[src/rtl/dram_if_pkg.sv]
// Shared definitions for the DRAM row-fetch path: bus widths and the fetch FSM states.
package dram_if_pkg;
   localparam int ADDR_W        = 19;
   localparam int BYTES_PER_ROW = 49;
   localparam int DATA_W        = BYTES_PER_ROW * 8;

   typedef enum logic [1:0] {
      ST_IDLE  = 2'd0,
      ST_ISSUE = 2'd1,
      ST_DRAIN = 2'd2,
      ST_DONE  = 2'd3
   } fetch_state_e;
endpackage

[src/rtl/dram_fetch_ctrl_if.sv]
// DRAM read port plus the downstream row stream, bundled for the fetch controller.
interface dram_fetch_ctrl_if;
   import dram_if_pkg::*;

   logic              dram_ren;
   logic [ADDR_W-1:0] dram_raddr;
   logic [DATA_W-1:0] dram_rdata;
   logic              out_valid;
   logic [DATA_W-1:0] out_data;
   logic              out_last;
   logic              out_ready;

   // Controller side: drives reads and the stream
   modport master (
      output dram_ren, dram_raddr,
      input  dram_rdata,
      output out_valid, out_data, out_last,
      input  out_ready
   );

   // DRAM / consumer side
   modport slave (
      input  dram_ren, dram_raddr,
      output dram_rdata,
      input  out_valid, out_data, out_last,
      output out_ready
   );
endinterface

[src/rtl/fetch_fifo.sv]
// Synchronous first-word-fall-through FIFO holding returned DRAM rows.
module fetch_fifo #(
   parameter int DEPTH = 4,
   parameter int WIDTH = 392
) (
   input  logic                   clk,
   input  logic                   rst_n,
   input  logic                   push,
   input  logic [WIDTH-1:0]       push_data,
   input  logic                   pop,
   output logic [WIDTH-1:0]       pop_data,
   output logic                   empty,
   output logic [$clog2(DEPTH):0] count
);
   localparam int AW = $clog2(DEPTH);
   localparam int CW = AW + 1;
   localparam logic [CW-1:0] FULL_CNT = CW'(DEPTH);

   logic [WIDTH-1:0] mem [DEPTH];
   logic [AW-1:0]    wr_ptr_q, wr_ptr_d;
   logic [AW-1:0]    rd_ptr_q, rd_ptr_d;
   logic [CW-1:0]    count_q, count_d;
   logic             do_push, do_pop;

   // Pop needs data; push needs room, where a same-cycle pop counts as room
   always_comb begin
      do_pop   = pop & (count_q != '0);
      do_push  = push & ((count_q != FULL_CNT) | do_pop);
      wr_ptr_d = wr_ptr_q + AW'(do_push);
      rd_ptr_d = rd_ptr_q + AW'(do_pop);
      count_d  = count_q + CW'(do_push) - CW'(do_pop);
   end

   // Pointer and occupancy registers
   always_ff @(posedge clk or negedge rst_n) begin
      if (!rst_n) begin
         wr_ptr_q <= '0;
         rd_ptr_q <= '0;
         count_q  <= '0;
      end else begin
         wr_ptr_q <= wr_ptr_d;
         rd_ptr_q <= rd_ptr_d;
         count_q  <= count_d;
      end
   end

   // Row storage; contents need no reset since occupancy gates visibility
   always_ff @(posedge clk) begin
      if (do_push) begin
         mem[wr_ptr_q] <= push_data;
      end
   end

   assign pop_data = mem[rd_ptr_q];
   assign empty    = (count_q == '0);
   assign count    = count_q;
endmodule

[src/rtl/dram_fetch_ctrl.sv]
// Strided DRAM row reader: issues credit-limited reads and streams returned rows in order.
module dram_fetch_ctrl
   import dram_if_pkg::*;
#(
   parameter int RD_LAT     = 1,
   parameter int FIFO_DEPTH = 4
) (
   input  logic              clk,
   input  logic              rst_n,
   input  logic              start,
   input  logic [ADDR_W-1:0] base_addr,
   input  logic [ADDR_W-1:0] stride,
   input  logic [ADDR_W-1:0] num_rows,
   output logic              busy,
   output logic              done,
   dram_fetch_ctrl_if.master bus
);
   localparam int CNT_W = $clog2(FIFO_DEPTH) + 1;
   localparam int OCC_W = $clog2(FIFO_DEPTH + RD_LAT + 1) + 1;

   fetch_state_e      state_q, state_d;
   logic [ADDR_W-1:0] addr_q, addr_d;
   logic [ADDR_W-1:0] stride_q, stride_d;
   logic [ADDR_W-1:0] rows_q, rows_d;
   logic [ADDR_W-1:0] issued_q, issued_d;
   logic [ADDR_W-1:0] deliv_q, deliv_d;
   logic [RD_LAT-1:0] lat_sr_q, lat_sr_d;

   logic              fifo_empty;
   logic [CNT_W-1:0]  fifo_count;
   logic [DATA_W-1:0] fifo_data;
   logic [OCC_W-1:0]  occupancy;
   logic              credit_ok, ren, pop, push, is_last;

   fetch_fifo #(
      .DEPTH (FIFO_DEPTH),
      .WIDTH (DATA_W)
   ) u_fifo (
      .clk       (clk),
      .rst_n     (rst_n),
      .push      (push),
      .push_data (bus.dram_rdata),
      .pop       (pop),
      .pop_data  (fifo_data),
      .empty     (fifo_empty),
      .count     (fifo_count)
   );

   assign push          = lat_sr_q[RD_LAT-1];
   assign pop           = !fifo_empty && bus.out_ready;
   assign is_last       = !fifo_empty && (deliv_q == rows_q - ADDR_W'(1));
   assign bus.out_valid = !fifo_empty;
   assign bus.out_data  = fifo_data;
   assign bus.out_last  = is_last;
   assign bus.dram_ren  = ren;
   assign bus.dram_raddr = addr_q;
   assign busy          = (state_q != ST_IDLE);
   assign done          = (state_q == ST_DONE);

   // Credit check: rows committed (in flight + buffered) less the row leaving this cycle
   always_comb begin
      occupancy = OCC_W'(fifo_count) - OCC_W'(pop);
      for (int i = 0; i < RD_LAT; i++) begin
         occupancy = occupancy + OCC_W'(lat_sr_q[i]);
      end
      credit_ok = (occupancy < OCC_W'(FIFO_DEPTH));
      ren       = (state_q == ST_ISSUE) && (issued_q != rows_q) && credit_ok;
      lat_sr_d  = RD_LAT'({lat_sr_q, ren});
   end

   // Next-state, parameter capture, address accumulator and issue/handshake counters
   always_comb begin
      state_d  = state_q;
      addr_d   = addr_q;
      stride_d = stride_q;
      rows_d   = rows_q;
      issued_d = issued_q;
      deliv_d  = deliv_q;
      unique case (state_q)
         ST_IDLE: begin
            if (start) begin
               addr_d   = base_addr;
               stride_d = stride;
               rows_d   = num_rows;
               issued_d = '0;
               deliv_d  = '0;
               state_d  = (num_rows == '0) ? ST_DONE : ST_ISSUE;
            end
         end
         ST_ISSUE: begin
            if (ren) begin
               addr_d   = addr_q + stride_q;
               issued_d = issued_q + ADDR_W'(1);
               // Leave on the final issue so the last return can never be missed
               if (issued_q + ADDR_W'(1) == rows_q) begin
                  state_d = ST_DRAIN;
               end
            end
         end
         ST_DRAIN: begin
            if (pop && is_last) begin
               state_d = ST_DONE;
            end
         end
         ST_DONE: begin
            state_d = ST_IDLE;
         end
         default: begin
            state_d = ST_IDLE;
         end
      endcase
      if (pop) begin
         deliv_d = deliv_q + ADDR_W'(1);
      end
   end

   // State registers; reset discards everything, including returns still in flight
   always_ff @(posedge clk or negedge rst_n) begin
      if (!rst_n) begin
         state_q  <= ST_IDLE;
         addr_q   <= '0;
         stride_q <= '0;
         rows_q   <= '0;
         issued_q <= '0;
         deliv_q  <= '0;
         lat_sr_q <= '0;
      end else begin
         state_q  <= state_d;
         addr_q   <= addr_d;
         stride_q <= stride_d;
         rows_q   <= rows_d;
         issued_q <= issued_d;
         deliv_q  <= deliv_d;
         lat_sr_q <= lat_sr_d;
      end
   end
endmodule

[src/flat_wrapper.sv]
// flat-port wrapper written by rule: the top's interface ports become plain ports
module dram_fetch_ctrl_flat import dram_if_pkg::*;
#(
   parameter int RD_LAT     = 1,
   parameter int FIFO_DEPTH = 4
)
  (clk, rst_n, start, base_addr, stride, num_rows, busy, done, bus_dram_ren, bus_dram_raddr, bus_dram_rdata, bus_out_valid, bus_out_data, bus_out_last, bus_out_ready);
  dram_fetch_ctrl_if bus_i ();
  input  logic clk;
  input  logic rst_n;
  input  logic start;
  input  logic [ADDR_W-1:0] base_addr;
  input  logic [ADDR_W-1:0] stride;
  input  logic [ADDR_W-1:0] num_rows;
  output logic busy;
  output logic done;
  output wire logic [$bits(bus_i.dram_ren)-1:0] bus_dram_ren;
  output wire logic [$bits(bus_i.dram_raddr)-1:0] bus_dram_raddr;
  input wire logic [$bits(bus_i.dram_rdata)-1:0] bus_dram_rdata;
  output wire logic [$bits(bus_i.out_valid)-1:0] bus_out_valid;
  output wire logic [$bits(bus_i.out_data)-1:0] bus_out_data;
  output wire logic [$bits(bus_i.out_last)-1:0] bus_out_last;
  input wire logic [$bits(bus_i.out_ready)-1:0] bus_out_ready;
  assign bus_dram_ren = bus_i.dram_ren;
  assign bus_dram_raddr = bus_i.dram_raddr;
  assign bus_i.dram_rdata = bus_dram_rdata;
  assign bus_out_valid = bus_i.out_valid;
  assign bus_out_data = bus_i.out_data;
  assign bus_out_last = bus_i.out_last;
  assign bus_i.out_ready = bus_out_ready;
  dram_fetch_ctrl #(.RD_LAT(RD_LAT), .FIFO_DEPTH(FIFO_DEPTH)) u_core (.clk(clk), .rst_n(rst_n), .start(start), .base_addr(base_addr), .stride(stride), .num_rows(num_rows), .busy(busy), .done(done), .bus(bus_i));
endmodule
[config.mk]
export PLATFORM = sky130hd
export DESIGN_NAME = dram_fetch_ctrl_flat
export DESIGN_NICKNAME = d
export VERILOG_FILES = /design/src/rtl/dram_if_pkg.sv /design/src/rtl/dram_fetch_ctrl_if.sv /design/src/rtl/fetch_fifo.sv /design/src/rtl/dram_fetch_ctrl.sv /design/src/flat_wrapper.sv
export SDC_FILE = /design/constraint.sdc
export NUM_CORES = 1
export LEC_CHECK = 0
export CAP_MARGIN = 20
export CORE_AREA = 2 2 423 425
export DETAILED_ROUTE_END_ITERATION = 10
export DIE_AREA = 0 0 425 427
export GPL_TIMING_DRIVEN = 0
export SLEW_MARGIN = 0
export SYNTH_ARGS = -nofsm -noshare
export SYNTH_HDL_FRONTEND = slang
export SYNTH_SLANG_ARGS = --single-unit
[constraint.sdc]
create_clock -name clk -period 42 [get_ports clk]
set_input_delay 8.4 -clock clk [delete_from_list [all_inputs] [get_ports clk]]
set_output_delay 8.4 -clock clk [all_outputs]
set_load 0.03 [all_outputs]
After elaboration in Yosys (flattened, before gate mapping)
Memories as Yosys holds them, arrays and structs flattened.
Index checks and enable logic that the tools add are counted.
Storage, ports and cells
  register bits: 105
  RAM bits: 1568
  input bits: 453
  output and inout bits: 416
  logic and storage cells: 70
  memories kept: 1
Cells by class
  add/sub/neg operators: 10
  order comparisons: 1
  eq/ne operators: 11
  multiplexer cells: 16
  bitwise logic cells: 3
  reductions and logical operators: 18
Memories
  u_core.u_fifo.mem: words 4, bits a word 392, read ports 1, clocked after Yosys merged registers in 0, write ports 1, line fetch_fifo.sv:19  | logic [WIDTH-1:0] mem [DEPTH];
Operators by type and width (number)
  19-bit 2-to-1 mux: 6
  19-bit one-hot mux with 2 select lines: 2
  19-bit by 1-bit adder with 19-bit output (second input constant): 2
  19-bit equality test: 2
  19-bit adder: 1
  19-bit logical NOT: 1
  19-bit != test: 1
  19-bit by 1-bit subtractor with 19-bit output (second input constant): 1
  2-bit 2-to-1 mux: 5
  2-bit one-hot mux with 4 select lines: 1
  2-bit nonzero test: 4
  1-bit logical AND: 5
  2-bit by 1-bit adder with 2-bit output: 2
  4-bit by 1-bit adder with 4-bit output: 1
  2-bit equality test (second input constant): 2
  4-bit by 3-bit less-than comparator with 1-bit output (second input constant): 1
  2-bit by 1-bit != test with 1-bit output (second input constant): 2
  2-bit != test (second input constant): 2
  2-bit AND reduction: 2
  4-bit AND reduction: 1
  3-bit by 1-bit subtractor with 4-bit output: 1
  3-bit by 1-bit adder with 3-bit output: 1
  3-bit logical NOT: 1
  3-bit != test (second input constant): 1
  other kinds (9): 11

Depth between registers and ports, before layout
  word-level depth: 9
  gate-level depth with buffers: 16
  gate-level depth less buffers: 14

Cells and area by module
From an unflattened synthesis, not the netlist that was laid out.
Second synthesis, totals
  cells, all modules: 2840
  area total of the unflattened synthesis: 64195.3 um^2
By module, submodules not included
  fetch_fifo: times used 1, cells an instance 2076, area an instance 57356.3 um^2, sequential area each 47260.3 um^2
  dram_fetch_ctrl: times used 1, cells an instance 764, area an instance 6839.1 um^2, sequential area each 2452.4 um^2

Least setup slack after synthesis
Ideal clock, no wire load.
  path kind: input -> register
  from: input bus_out_ready
  to: memory u_core.u_fifo.mem[1][0], enable pin
  library setup time: 1.707 ns
  arrival time: 36.822 ns
  required time: 40.293 ns
  setup slack: 3.471 ns
  stages: 2
  buffers on the path: 0
  cells stage by stage: o41ai_1 > nor3b_1
Between the ends
  cells in the longest elaborated chain, start to end: 6
Ends and longest elaborated chain
  start, declared: line flat_wrapper.sv:23  | input wire logic [$bits(bus_i.out_ready)-1:0] bus_out_ready;
  1-bit logical AND: line dram_fetch_ctrl.sv:50  | assign pop = !fifo_empty && bus.out_ready;
  1-bit bitwise AND: line fetch_fifo.sv:27  | do_pop = pop & (count_q != '0);
  1-bit bitwise OR: line fetch_fifo.sv:28  | do_push = push & ((count_q != FULL_CNT) | do_pop);
  1-bit bitwise AND: line fetch_fifo.sv:28
  1-bit 2-to-1 mux: line fetch_fifo.sv:49  | if (do_push) begin
  1-bit 2-to-1 mux (implied by the code): line fetch_fifo.sv:50  | mem[wr_ptr_q] <= push_data;
  end, declared: line fetch_fifo.sv:19
No other way between the ends.

Final worst setup path
  from: input bus_out_ready
  to: output bus_dram_ren
Between the ends
  cells in the longest elaborated chain, start to end: 5
Ends and longest elaborated chain
  1-bit logical AND: line dram_fetch_ctrl.sv:50
  3-bit by 1-bit subtractor with 4-bit output: line dram_fetch_ctrl.sv:62  | occupancy = OCC_W'(fifo_count) - OCC_W'(pop);
  4-bit by 1-bit adder with 4-bit output: line dram_fetch_ctrl.sv:64  | occupancy = occupancy + OCC_W'(lat_sr_q[i]);
  4-bit by 3-bit less-than comparator with 1-bit output: line dram_fetch_ctrl.sv:66  | credit_ok = (occupancy < OCC_W'(FIFO_DEPTH));
  1-bit logical AND: line dram_fetch_ctrl.sv:67  | ren = (state_q == ST_ISSUE) && (issued_q != rows_q) && credit_ok;
  end, declared: line flat_wrapper.sv:17  | output wire logic [$bits(bus_i.dram_ren)-1:0] bus_dram_ren;
No other way between the ends.

==> reports/qor.csv <==
stage,metric,value,unit
power,leakage power,27.0,nW
power,Max rail drop VDD,0.0000512,V
floorplan,Initial Utilization,35.7,%
worst_setup_path,reg2reg path depth,15,
floorplan,Die Area,181000,um2
routing,"antenna viol nets, final",0,
cells_and_area,multi-input combinational cell area,12900,um2
worst_setup_path,Worst setup EP type,output port,
floorplan,core area,177000,um2
timing,Worst-Margin Slew,1.11,ns
hold_path,Worst Hold Class,flop to flop,
yosys,Yosys top cell by area,edfxtp_1,
yosys,Seq cells post-synth,1673,
power,part of the power in registers,34.7,%
clocking,Max clock buf depth,3,
place,routability cong.,0.838,
floorplan,FP Rows,155,
yosys,post-synth cell types,69,
worst_setup_path,crit path kind,input port to output port,
routing,WL per Instance,26.4,um
cells_and_area,fill count,14800,
worst_setup_path,CP Data Required Time,33.60,ns
yosys,sequential fraction of the synthesis area,78.6,%
clocking,post-CTS sizing,0,
yosys,Synth area leaders,"edfxtp_1 74%, mux4_2 14%, dfrtp_1 4.2%",
yosys,"EDFF count, synth",1568,
clocking,Post-CTS Hold Buffers,0,
timing,final worst slack,21.44,ns
power,internal power,3.77,mW
power,Net Sw Frac,34.8,%
yosys,Synth Warn #,0,
clocking,worst skew pair latency,0.85,ns
timing,RSZ-0062 raised after global routing,no,
routing,First-pass DRT Iterations,5,
yosys,syn nets,3303,
clocking,Sink Count,1673,
grt,Overflow after GRT,0,
yosys,mean area per synthesized cell,22.5,um2
timing,Final Max Tran Viols,0,
cells_and_area,Layout area overhead,31.1,%
yosys,ys flop type,edfxtp_1,
routing,DRT Wirelength,172000,um
yosys,Synth top area share,74.4,%
timing,minimum clock period,20.56,ns
routing,DR vias/cell,5.02,
floorplan,Die H,427,um
routing,Detailed Route Iter0 Violations,2543,
flow_run,max cap viols,0,
grt,initial antenna violation count,59,
worst_setup_path,Startpoint Class,input port,
timing,Slew HR,25.8,%
power,P per Cell Area,69.7,nW/um2
timing,fmax,48.6,MHz
floorplan,Die Width,425,um
hold_path,Hold Path Stages,1,
timing,Sum Neg Setup Slack,0,ns
grt,Total GRT Usage,18.7,%
clocking,H-tree depth,4,
power,Logic pwr share,38.5,%
clocking,CTS tree,done,
yosys,Synth Instances,2816,
run_status,status,completed,
yosys,asr flop ratio synth,6.28,%
floorplan,# IOs,869,
grt,largest net degree at the start of global routing,56,
grt,number of global-route vias before repair,33800,
power,Switch Pwr,2.01,mW
grt,first-pass GRT wire length,244000,um
power,clock share of power,26.8,%
routing,# DRC,0,
worst_setup_path,arrival time at the worst endpoint,12.16,ns
clocking,CTS clock-pin slew for the worst setup and hold paths,0.06,ns
cells_and_area,layout cell share with drive strength beyond 1,20.0,%
worst_setup_path,worst-path fanout max,10,
timing,final critical-path share of the clock period,49.0,%
clocking,TritonCTS buffer count,178,
timing,Setup Skew,0.0696,ns
place,IO buf count,868,
clocking,Post-CTS Setup Inserts,0,
clocking,CTS Root Cell,clkbuf_16,
yosys,Synth Cell Area,63300,um2
cells_and_area,fin nets,4495,
place,pre-CTS WS,21.38,ns
routing,DR vias,32800,
timing,Final Hold Fails,0,
cells_and_area,register area,49700,um2
place,detailed-placement wirelength estimate,127000,um
timing,final setup fails,0,
cells by family (layout without fill, tap and decap cells):
logic type / Yosys count / count (layout) / synth area share [%]
compound gates: 183 / 183 / 1.85
xor+xnor: 64 / 64 / 0.886
fa+ha+maj: 34 / 34 / 0.696
buf+inv: 161 / 1499 / 0.983
flops: 1673 / 1673 / 78.6
mux: 447 / 447 / 14.9
other cells: 0 / 23 / 0
simple gates: 254 / 254 / 2.10
stage by stage:
stage | hold WS, ns | power (mW) | util, % | instances | instance area, um2
3_5_place_dp | 0.500 | 4.29 | 43.4 | 6177 | 77000
3_3_place_gp | 0.487 | 4.40 | 42.3 | 6039 | 74900
6_report | 0.510 | 5.78 | 46.8 | 6532 | 82900
2_1_floorplan | 0.477 | 3.41 | - | 2816 | 63300
5_1_grt | 0.532 | 6.02 | 46.8 | 6529 | 82900
4_1_cts | 0.514 | 5.86 | 46.7 | 6503 | 82800
sequential cells by signal, summed over array words and instances, names as in the netlist, 2 cells and up:
register / flops
u_core.bus.dram_raddr: 19
u_core.deliv_q: 19
u_core.issued_q: 19
u_core.rows_q: 19
u_core.state_q: 2
u_core.stride_q: 19
u_core.u_fifo.count: 3
u_core.u_fifo.mem: 1568
u_core.u_fifo.rd_ptr_q: 2
u_core.u_fifo.wr_ptr_q: 2
worst max-delay path: stages:
cell,delay (ns)
clkdlybuf4s50_1,0.44
nand2_1,0.10
clkbuf_1,0.39
inv_1,0.34
ha_1,0.28
inv_1,0.05
ha_1,0.21
and3b_1,0.17
or4_1,0.47
a21oi_1,0.24
o21a_1,0.29
clkdlybuf4s50_1,0.79
cells in the final DEF (no fill, tap or decap), types with 50 or more instances in the layout:
master           synthesis  layout
buf_1                   70      70
buf_6                    2      83
clkbuf_1                57      90
clkbuf_16                0     178
clkdlybuf4s50_1          0     867
clkinv_1                 0      50
dfrtp_1                105     105
edfxtp_1              1568    1568
mux4_2                 392     392
nand2_1                 63      63
o21ai_0                 66      66
layout make-up:
type / instances / area share (%)
multi-input cells: 982 / 15.6
inverters: 30 / 0.136
repair buffers: 1012 / 13.0
well taps: 2355 / 3.55
diodes: 23 / 0.0694
flip-flops and latches: 1673 / 59.9
clock buffers: 215 / 5.57
clock inverters: 111 / 1.46
plain buffers: 131 / 0.616
layer usage:
layer  GRT usage (%)  share of wire [%]  vias to the layer above
met1            22.4                 38                    17200
met5               0              0.082                        -
met2            31.9                 51                     1002
met3            5.20                6.7                      321
li1                -                  -                    14300
met4            7.52                3.6                       24
power by group through the flow:
stage	Sequential (mW)	Clock, mW	Combinational (mW)
4_1_cts	2.01	1.59	2.26
3_5_place_dp	2.04	0	2.25
5_1_grt	2.02	1.65	2.35
6_report	2.01	1.55	2.22
2_1_floorplan	2.12	0	1.29
3_3_place_gp	2.20	0	2.20
synthesized netlist by cell type, drive strengths merged, types with 4 or more instances:
cell and n:
nand3 36, nor4 9, a21oi 32, nor2b 5, edfxtp 1568, and3 19
a21boi 6, or3 11, o21a 6, mux4 392, dfrtp 105, clkbuf 57
and4 6, or4 7, a22o 8, mux2 40, nand2b 4, buf 74
o21ai 67, a31oi 9, xnor2 41, nand2 63, inv 30, nor2 39
mux2i 15, nor3b 5, and3b 4, xor2 23, ha 32, a2111oi 4
nor3 24, a21o 11, nand4 14, o211ai 9
final timing paths:
check / from / end / slack, ns
worst max-delay path: bus_out_ready / bus_dram_ren / 21.44
worst min-delay path: u_core.u_fifo.rd_ptr_q[0] / u_core.u_fifo.rd_ptr_q[0] / 0.51
worst max register to register: u_core.u_fifo.count[1] / u_core.bus.dram_raddr[12] / 36.97
worst min register to register: u_core.u_fifo.rd_ptr_q[0] / u_core.u_fifo.rd_ptr_q[0] / 0.51
max in group asynchronous: rst_n / u_core.u_fifo.wr_ptr_q[0] / 33.74
min in group asynchronous: rst_n / u_core.stride_q[1] / 7.53
No activity file was read; power rests on OpenSTA's default activity.
